===== src/rtl/bridge_fanout.sv =====
// rtl/bridge_fanout.sv - one-to-N bridge fan-out with address decode and fixed-latency read capture
module bridge_fanout #(
    parameter int                         NUM_LEAVES      = 4,
    parameter logic [NUM_LEAVES*32-1:0]   ADDR_BASE       = {NUM_LEAVES{32'h0}},
    parameter logic [NUM_LEAVES*32-1:0]   ADDR_MASK       = {NUM_LEAVES{32'h0}},
    parameter int                         RD_LATENCY      = 2,
    parameter logic [31:0]                DEFAULT_RD_DATA = 32'hFFFF_FFFF
) (
    input  logic                         clk,
    input  logic                         reset,
    input  logic [31:0]                  root_addr,
    input  logic [31:0]                  root_wr_data,
    input  logic                         root_wr,
    input  logic                         root_rd,
    output logic [31:0]                  root_rd_data,
    output logic                         root_rd_busy,
    output logic [31:0]                  leaf_addr,
    output logic [31:0]                  leaf_wr_data,
    output logic [NUM_LEAVES-1:0]        leaf_wr,
    output logic [NUM_LEAVES-1:0]        leaf_rd,
    input  logic [NUM_LEAVES*32-1:0]     leaf_rd_data
);

    localparam int SW = (NUM_LEAVES > 1) ? $clog2(NUM_LEAVES) : 1;
    localparam int CW = $clog2(RD_LATENCY + 1);

    typedef enum logic {S_IDLE, S_WAIT} state_t;

    state_t                state_q, state_d;
    logic [SW-1:0]         sel_q, sel_d;
    logic                  unmapped_q, unmapped_d;
    logic [CW-1:0]         cnt_q, cnt_d;
    logic [31:0]           rd_data_q, rd_data_d;
    logic                  busy_q, busy_d;
    logic [31:0]           leaf_addr_q, leaf_addr_d;
    logic [31:0]           leaf_wr_data_q, leaf_wr_data_d;
    logic [NUM_LEAVES-1:0] leaf_wr_q, leaf_wr_d;
    logic [NUM_LEAVES-1:0] leaf_rd_q, leaf_rd_d;

    logic [SW-1:0]         dec_sel;
    logic                  dec_hit;
    logic [NUM_LEAVES-1:0] dec_onehot;
    logic [31:0]           sel_rd_data;

    // Scan from the top down so the lowest-index matching window wins.
    always_comb begin
        dec_sel = '0;
        dec_hit = 1'b0;
        for (int i = NUM_LEAVES - 1; i >= 0; i--) begin
            if ((root_addr & ADDR_MASK[32*i +: 32]) == ADDR_BASE[32*i +: 32]) begin
                dec_sel = SW'(i);
                dec_hit = 1'b1;
            end
        end
        dec_onehot = NUM_LEAVES'(1) << dec_sel;
    end

    always_comb begin
        sel_rd_data = '0;
        for (int i = 0; i < NUM_LEAVES; i++) begin
            if (sel_q == SW'(i)) begin
                sel_rd_data = leaf_rd_data[32*i +: 32];
            end
        end
    end

    always_comb begin
        leaf_addr_d    = leaf_addr_q;
        leaf_wr_data_d = leaf_wr_data_q;
        leaf_wr_d      = '0;
        leaf_rd_d      = '0;
        state_d        = state_q;
        sel_d          = sel_q;
        unmapped_d     = unmapped_q;
        cnt_d          = cnt_q;
        rd_data_d      = rd_data_q;
        busy_d         = busy_q;

        if (root_wr || root_rd) begin
            leaf_addr_d    = root_addr;
            leaf_wr_data_d = root_wr_data;
        end
        if (dec_hit && root_wr) leaf_wr_d = dec_onehot;
        if (dec_hit && root_rd) leaf_rd_d = dec_onehot;

        // A new read always restarts the timer, discarding any read in flight.
        if (root_rd) begin
            sel_d      = dec_sel;
            unmapped_d = !dec_hit;
            cnt_d      = CW'(RD_LATENCY);
            state_d    = S_WAIT;
            busy_d     = 1'b1;
        end else if (state_q == S_WAIT) begin
            if (cnt_q == '0) begin
                rd_data_d = unmapped_q ? DEFAULT_RD_DATA : sel_rd_data;
                busy_d    = 1'b0;
                state_d   = S_IDLE;
            end else begin
                cnt_d = cnt_q - 1'b1;
            end
        end
    end

    always_ff @(posedge clk or posedge reset) begin
        if (reset) begin
            state_q        <= S_IDLE;
            sel_q          <= '0;
            unmapped_q     <= 1'b0;
            cnt_q          <= '0;
            rd_data_q      <= '0;
            busy_q         <= 1'b0;
            leaf_addr_q    <= '0;
            leaf_wr_data_q <= '0;
            leaf_wr_q      <= '0;
            leaf_rd_q      <= '0;
        end else begin
            state_q        <= state_d;
            sel_q          <= sel_d;
            unmapped_q     <= unmapped_d;
            cnt_q          <= cnt_d;
            rd_data_q      <= rd_data_d;
            busy_q         <= busy_d;
            leaf_addr_q    <= leaf_addr_d;
            leaf_wr_data_q <= leaf_wr_data_d;
            leaf_wr_q      <= leaf_wr_d;
            leaf_rd_q      <= leaf_rd_d;
        end
    end

    assign root_rd_data = rd_data_q;
    assign root_rd_busy = busy_q;
    assign leaf_addr    = leaf_addr_q;
    assign leaf_wr_data = leaf_wr_data_q;
    assign leaf_wr      = leaf_wr_q;
    assign leaf_rd      = leaf_rd_q;

endmodule


===== config.mk =====
export PLATFORM = sky130hd
export DESIGN_NAME = bridge_fanout
export DESIGN_NICKNAME = d
export VERILOG_FILES = /design/src/rtl/bridge_fanout.sv
export SDC_FILE = /design/constraint.sdc
export NUM_CORES = 1
export LEC_CHECK = 0
export BUFFER_PORTS_ARGS = -buffer_cell sky130_fd_sc_hd__buf_2
export CAP_MARGIN = 20
export CORE_AREA = 4 4 114 116
export DETAILED_ROUTE_END_ITERATION = 7
export DIE_AREA = 0 0 118 120
export GPL_ROUTABILITY_DRIVEN = 0
export PLACE_DENSITY = 0.69
export SLEW_MARGIN = 20
export SYNTH_ARGS = -nofsm -noshare
export SYNTH_HDL_FRONTEND = slang
export SYNTH_SLANG_ARGS = --single-unit
export TNS_END_PERCENT = 100

===== constraint.sdc =====
create_clock -name clk -period 9.2 [get_ports clk]
set_input_delay 1.84 -clock clk [delete_from_list [all_inputs] [get_ports clk]]
set_output_delay 1.84 -clock clk [all_outputs]
set_load 0.01 [all_outputs]

Word-level counts from Yosys, hierarchy flattened

Index checks and enable logic that the tools add are counted.

$add $sub $neg: 1
Eq/ne operators: 1
Mux-type cells: 11
Bitwise logic cells: 1
Reduce and logical (&&, ||, !) cells: 7

Operators with widths:

| cell                | count |
|---|---|
| $mux 1              | 8 |
| $mux 2              | 3 |
| $reduce_and 2->1    | 2 |
| $reduce_bool 2->1   | 2 |
| $reduce_and 3->1    | 1 |
| $logic_not 2->1     | 1 |
| $ne 2x2->1 const B  | 1 |
| $sub 2x1->2 const B | 1 |
| $logic_or 1x1->1    | 1 |
| $not 1->1           | 1 |

Flip-flop bits (word level): 102
Bits of input ports: 196
Output and inout bits: 105
Logic and storage cells: 29

Longest topological paths before layout

Gate-level depths: netlist of the first run.

Depth after elaboration: 4
Gate-level depth with buffers: 7
Depth with buffers taken out: 5

Least setup slack after synthesis of the first run

OpenSTA, ideal clock, no wires.

Kind: input-to-reg
From: input root_rd
To: register rd_data_q[0] (netlist: root_rd_data[0])
Setup time: 125 ps
Arrival time: 2,623 ps
Data required time: 9,075 ps
Setup slack: 6,452 ps
Stages: 4
Buffers on the path: 2
Cell sequence: or2_1 > buf_6 > buf_12 > mux2_4

Cells in the longest elaborated chain, start to end: 2

Ends and longest elaborated chain:

| item                              | line | source |
|---|---|---|
| from (decl)                       | 14   | `input logic root_rd,` |
| $not 1->1 (no source line)        | --   |  |
| $reduce_and 3->1 (no source line) | --   |  |
| to (signal assigned)              | 121  | `rd_data_q <= rd_data_d;` |
| to (decl)                         | 33   | `logic [31:0] rd_data_q, rd_data_d;` |

No other way between the ends.
A chain may end at the register's enable or synchronous reset.

Worst setup path in the final report of the first run

From: input root_rd
To: register leaf_addr_q[23] (netlist: leaf_addr[23])

Cells in the longest elaborated chain, start to end: 1

Ends and longest elaborated chain:

| item                 | line | source |
|---|---|---|
| $logic_or 1x1->1     | 79   | `if (root_wr \|\| root_rd) begin` |
| to (signal assigned) | 123  | `leaf_addr_q <= leaf_addr_d;` |
| to (decl)            | 35   | `logic [31:0] leaf_addr_q, leaf_addr_d;` |

No other way between the ends.

==> results of run 1 <==
[routing by layer]
layer | GRT usage [%] | wire length (um)
met3 | 6.173 | 1029
met4 | 5.714 | 125
met5 | 0 | 0
met2 | 20.70 | 4336
met1 | 17.06 | 3972
[cell type report]
type | instances | area share [%]
flip-flops and latches | 102 | 47.23
multi-input cells | 113 | 23.96
repair buffers | 201 | 18.99
clock buffers | 10 | 4.422
well taps | 147 | 3.404
clock inverters | 6 | 1.737
inverters | 3 | 0.2547
[cell families after synthesis]
logic type,after synthesis
compound gates,2
xor+xnor,1
fa+ha+maj,1
buf+inv,19
flops,102
mux,96
other cells,1
simple gates,7
[state kept, by name, summed over array words and instances, names as in the netlist]
name and cells:
state_q 1, leaf_wr 1, leaf_rd 1, root_rd_data 32, cnt_q 2, leaf_wr_data 32
root_rd_busy 1, leaf_addr 32
[worst reg2reg max path, stage by stage (launching register included)]
cell,delay (ns)
dfrtp_1,0.36
inv_1,0.09
ha_1,0.17
nand2_1,0.07
or2_2,0.47
buf_12,0.25
mux2_4,0.32
[cells in the final DEF (no fill, tap or decap), types with 2 or more instances in the layout]
master,instances
buf_4,2
inv_1,2
clkbuf_16,9
buf_2,198
bufinv_16,2
nor2_1,2
mux2_4,30
mux2_1,5
conb_1,6
clkinvlp_4,3
nand2b_1,2
dfrtp_1,102
mux2_2,61
[synthesized netlist by cell type]
cell      number
nand2b_1       2
mux2_2        61
a21o_1         1
conb_1         1
buf_2          6
nor2_1         2
buf_12         3
dfrtp_1      102
inv_1          3
mux2_4        30
ha_1           1
nand2_1        1
buf_4          6
or2_1          1
mux2_1         5
nor2_4         1
buf_6          1
a211o_1        1
xnor2_1        1
[power breakdown]
part	total, W	leakage, nW	switching, W	internal, W
Sequential	0.000607	1.19	0.0000560	0.000551
Clock	0.000416	0.153	0.000168	0.000248
Combinational	0.000398	1.40	0.000174	0.000223
Total	0.00142	2.75	0.000399	0.00102
[stage by stage]
step                      cell area (um2)  setup slack (ns)  std cells  util, %  hold WS [ns]
after floorplan                      4005             4.685        234        -        0.4588
after global placement               5051             5.420        565    42.41        0.4568
after detailed placement             5051             5.379        565    42.41        0.4669
after CTS                            5384             5.751        581    45.20        0.4808
after global routing                 5404             5.661        582    45.37        0.5132
final                                5404             5.773        582    45.37        0.4779
[worst paths after layout]
| kind | from | endpoint | slack [ns] |
|---|---|---|---|
| setup / recovery | root_rd | leaf_addr[23] | 5.77 |
| hold / removal | root_rd_busy | root_rd_busy | 0.48 |
| setup reg to reg | cnt_q[0] | root_rd_data[12] | 7.36 |
| hold reg to reg | root_rd_busy | root_rd_busy | 0.48 |
| max in group asynchronous | reset | root_rd_data[4] | 6.47 |
| min in group asynchronous | reset | leaf_wr[0] | 1.56 |
==> flow_summary.json, run 1 <==
{
  "cts.repair.resized": 0,
  "synthTopCellsByArea": "dfrtp_1 64%, mux2_2 17%, mux2_4 11%, buf_12 1.5%, mux2_1 1.4%",
  "slew_headroom_pct": 37.00,
  "grt_max_degree": 56,
  "wire_per_inst_um": 16.26,
  "grt_pass1_vias": 2885,
  "fmax_mhz": 291.8,
  "setup_viol": 0,
  "synthAdderAreaFrac_pct": 0.3139,
  "synth_xor_xnor_area_share_pct": 0.2197,
  "yosysTopAreaCellShare_pct": 64.03,
  "port_buffers": 198,
  "fillers": 1102,
  "hold_violations": 0,
  "coreArea_um2": 11910,
  "dp_hpwl_um": 7166,
  "drcViolationCount": 0,
  "dieHeight_um": 120,
  "status": "complete, no violations",
  "grt_use_total_pct": 13.69,
  "multiInputGateArea_um2": 1295,
  "r2r_cells": 6,
  "cts.path.max_buffers": 2,
  "grt.overflow.total": 0,
  "antenna_found_initial": 0,
  "holdPathStages": 1,
  "start_kind": "primary input",
  "crit_arrival_ns": 3.65,
  "syn_area_per_cell_um2": 17.41,
  "num_rows": 40,
  "dr.first_iter.drc_count": 95,
  "power_density_nw_per_um2": 263.0,
  "hold_buffers": 0,
  "postCtsSetupRepairBufs": 0,
  "seq_area_um2": 2552,
  "via_per_inst": 4.483,
  "pin_count": 301,
  "drtPass1Iterations": 4,
  "clock-root-buffer": "clkbuf_16",
  "numClockSinks": 102,
  "end_kind": "flip-flop",
  "muxShareOfSynthArea_pct": 29.94,
  "vdd_drop_max_v": 0.00008730,
  "yosysTopAreaCell": "dfrtp_1",
  "htreeDepth": 3,
  "hold_path_class": "reg2reg",
  "crit_family": "simple AND/OR/NAND/NOR gates",
  "synth_compound_area_share_pct": 0.4080,
  "ys_ff_latch": 102,
  "tightest_slew_ns": 0.9428,
  "synth.yosys.seq_area_share_pct": 64.03,
  "crit_slowest_cell": "nor2_4",
  "synth_top_family_by_area": "multiplexers",
  "rsz0062_at_grt": "no",
  "fin_skew_ns": 0.005393,
  "synth_cell_types": 19,
  "p_total_w": 0.001421,
  "clock_latency_ns": 0.34,
  "maxSlewViolCount": 0,
  "period_share_pct": 37.25,
  "p_leak_nw": 2.749,
  "crit_cells": 4,
  "grt_pass1_wl_um": 15240,
  "synthSimpleGateAreaFrac_pct": 1.036,
  "start_util_pct": 33.47,
  "cp_max_fo": 33,
  "crit_path_max_incr_delay_ns": 0.74,
  "netlist_instances": 229,
  "die-area_um2": 14160,
  "syn_area_um2": 3986,
  "clkTransAtPathRegs_ns": 0.07,
  "num-nets-final": 627,
  "crit_buf_inv": 2,
  "fin_crit_ns": 3.427,
  "diodes": 0,
  "ant_nets": 0,
  "crit_chain": "buf_2, nor2_4, buf_4, mux2_2",
  "vias": 2609,
  "syn_to_final_growth_pct": 35.56,
  "routed_wl_um": 9464,
  "setup-tns-final_ns": 0,
  "layout-drive-gt1-share_pct": 71.49,
  "drv_cap": 0,
  "critical_path_class": "in2reg",
  "fp.dieW_um": 118,
  "yosys_warnings": 0,
  "required_ns": 9.43,
  "cts_tree": "done",
  "cts_buffers": 9
}
No activity file was read; power rests on OpenSTA's default activity.
==> run 2: changes to the inputs <==
CORE_AREA = default   (was 4 4 114 116)
CORE_ASPECT_RATIO = 0.6   (was default)
CORE_MARGIN = 4   (was default)
CORE_UTILIZATION = 36   (was default)
DIE_AREA = default   (was 0 0 118 120)
PLACE_DENSITY = 0.76   (was 0.69)
clock period = 2.8 ns   (was 9.2 ns; I/O delays follow)
==> run 2 against run 1 <==
  * Via count shrank 4.3%
  * Critical path depth grew 2
  * Cell count shrank 1.2%
  * Global-route usage shrank 0.36 points
  * Combinational power grew to 3.2 times the previous value
  * Die area shrank 9.1%
  * Flip-flop and latch count is the same
  * Count of clock-buffer cells in the layout is the same
  * Routed wire length shrank 9.2%
  * Clock power grew to 2.7 times the previous value
  * Largest power group unchanged
  * Highest routed layer unchanged
==> flow_summary.json, run 2 (synthesis results as in run 1) <==
{
  "syn_to_final_growth_pct": 34.40,
  "setup_viol": 0,
  "end_kind": "flip-flop",
  "power_density_nw_per_um2": 821.4,
  "drv_cap": 0,
  "crit_chain": "inv_1, ha_1, nand2_1, or2_2, buf_12, mux2_4",
  "grt_pass1_vias": 2638,
  "crit_slowest_cell": "or2_2",
  "drcViolationCount": 0,
  "grt_use_total_pct": 13.33,
  "p_sw_w": 0.001245,
  "setup-tns-final_ns": 0,
  "numClockSinks": 102,
  "crit_arrival_ns": 2.05,
  "hold_violations": 0,
  "required_ns": 3.03,
  "vdd_drop_max_v": 0.0004894,
  "p_comb_share_pct": 28.8,
  "clock_latency_ns": 0.34,
  "status": "complete, no violations",
  "slew_headroom_pct": 50.84,
  "drtPass1Iterations": 4,
  "cts.repair.resized": 0,
  "hold_buffers": 0,
  "cts_tree": "done",
  "ant_nets": 0,
  "postCtsSetupRepairBufs": 0,
  "rsz0062_at_grt": "no",
  "layout.cells.non_filler": 575,
  "fin_crit_ns": 1.820,
  "cp_max_fo": 20,
  "dieHeight_um": 89.51,
  "fp.dieW_um": 143.9,
  "dp_hpwl_um": 6595,
  "die-area_um2": 12880,
  "dr.first_iter.drc_count": 64,
  "fmax_mhz": 549.3,
  "maxSlewViolCount": 0,
  "port_buffers": 198,
  "seqPwrFrac_pct": 45.2,
  "wire_per_inst_um": 14.95,
  "critical_path_class": "reg2reg",
  "hold_path_class": "in2async",
  "cts_buffers": 9,
  "routed_wl_um": 8597,
  "holdWs_ns": 0.3431,
  "vias": 2497,
  "layout-drive-gt1-share_pct": 71.33,
  "p_int_w": 0.003156,
  "layout_common_cells": "198 x buf_2, 102 x dfrtp_1, 61 x mux2_2, 30 x mux2_4, 9 x clkbuf_16",
  "crit_path_max_incr_delay_ns": 0.47,
  "num_rows": 29,
  "coreArea_um2": 10700,
  "grt.overflow.total": 0,
  "fin_skew_ns": 0.006975,
  "dp.cells": 559,
  "fillers": 930,
  "num-nets-final": 628,
  "diodes": 0,
  "cts.path.max_buffers": 2,
  "clock-root-buffer": "clkbuf_16",
  "crit_family": "simple AND/OR/NAND/NOR gates",
  "start_util_pct": 37.24,
  "p_clk_share_pct": 25.9,
  "fin_util_pct": 50.05,
  "crit_buf_inv": 2,
  "start_kind": "flip-flop",
  "final_common_cell": "buf_2",
  "grt_max_degree": 70,
  "antenna_found_initial": 0,
  "via_per_inst": 4.343,
  "tightest_slew_ns": 0.7359,
  "period_share_pct": 65.02,
  "p_leak_nw": 2.732,
  "clkTransAtPathRegs_ns": 0.07,
  "pin_count": 301,
  "p_sw_share_pct": 28.30,
  "htreeDepth": 3,
  "grt_pass1_wl_um": 13280
}
run 2: cell count changes in the layout (fill, tap and decap cells not counted), sizes merged:
cell and delta:
bufinv -2, clkinv +2, buf +1
run 2: path summary, 6_finish.rpt:
path | endpoint | slack, ns | depth (start not counted) | from
max in group asynchronous | state_q | 1.66 | 3 | reset
worst max-delay path | root_rd_data[29] | 0.98 | 6 | cnt_q[0]
worst min register to register | root_rd_busy | 0.48 | 1 | root_rd_busy
min in group clk | leaf_wr[0] | 0.38 | 1 | root_wr
worst min-delay path | root_rd_data[3] | 0.34 | 2 | reset
worst max register to register | root_rd_data[29] | 0.98 | 6 | cnt_q[0]
run 2: cell type report:
cell class | instances | area, um2 | share of cell area [%]
clock buffers | 10 | 229.0 | 4.274
clock inverters | 6 | 46.29 | 0.8641
multi-input cells | 113 | 1295 | 24.17
flip-flops and latches | 102 | 2552 | 47.64
inverters | 3 | 15.01 | 0.2802
repair buffers | 202 | 1046 | 19.52
well taps | 139 | 173.9 | 3.246
run 2: per-layer routing:
metal	share of wire, %	routed length, um	vias up	global-route usage [%]
li1	-	-	1182	-
met1	42	3645	1195	16.73
met2	47	4007	114	20.93
met3	10	866	6	6.040
met4	0.91	78	0	4.103
met5	0	0	-	0
run 2: per-stage QoR:
stage                     setup WS, ns  total power, W  instance area [um2]
final                           0.9795        0.004401                 5358
after global routing            0.8969        0.004671                 5358
after CTS                       0.9591        0.004475                 5358
after detailed placement        0.8823        0.003308                 5082
after global placement          0.9050        0.003255                 5082
after floorplan                  1.022        0.002828                 4009
run 2: power by group through the flow:
stage / Sequential (W) / Clock [W] / Combinational, W
final: 0.00199 / 0.00114 / 0.00127
after global routing: 0.00203 / 0.00126 / 0.00138
after CTS: 0.00199 / 0.00118 / 0.00130
after detailed placement: 0.00201 / 0 / 0.00130
after global placement: 0.00199 / 0 / 0.00126
after floorplan: 0.00215 / 0 / 0.000673
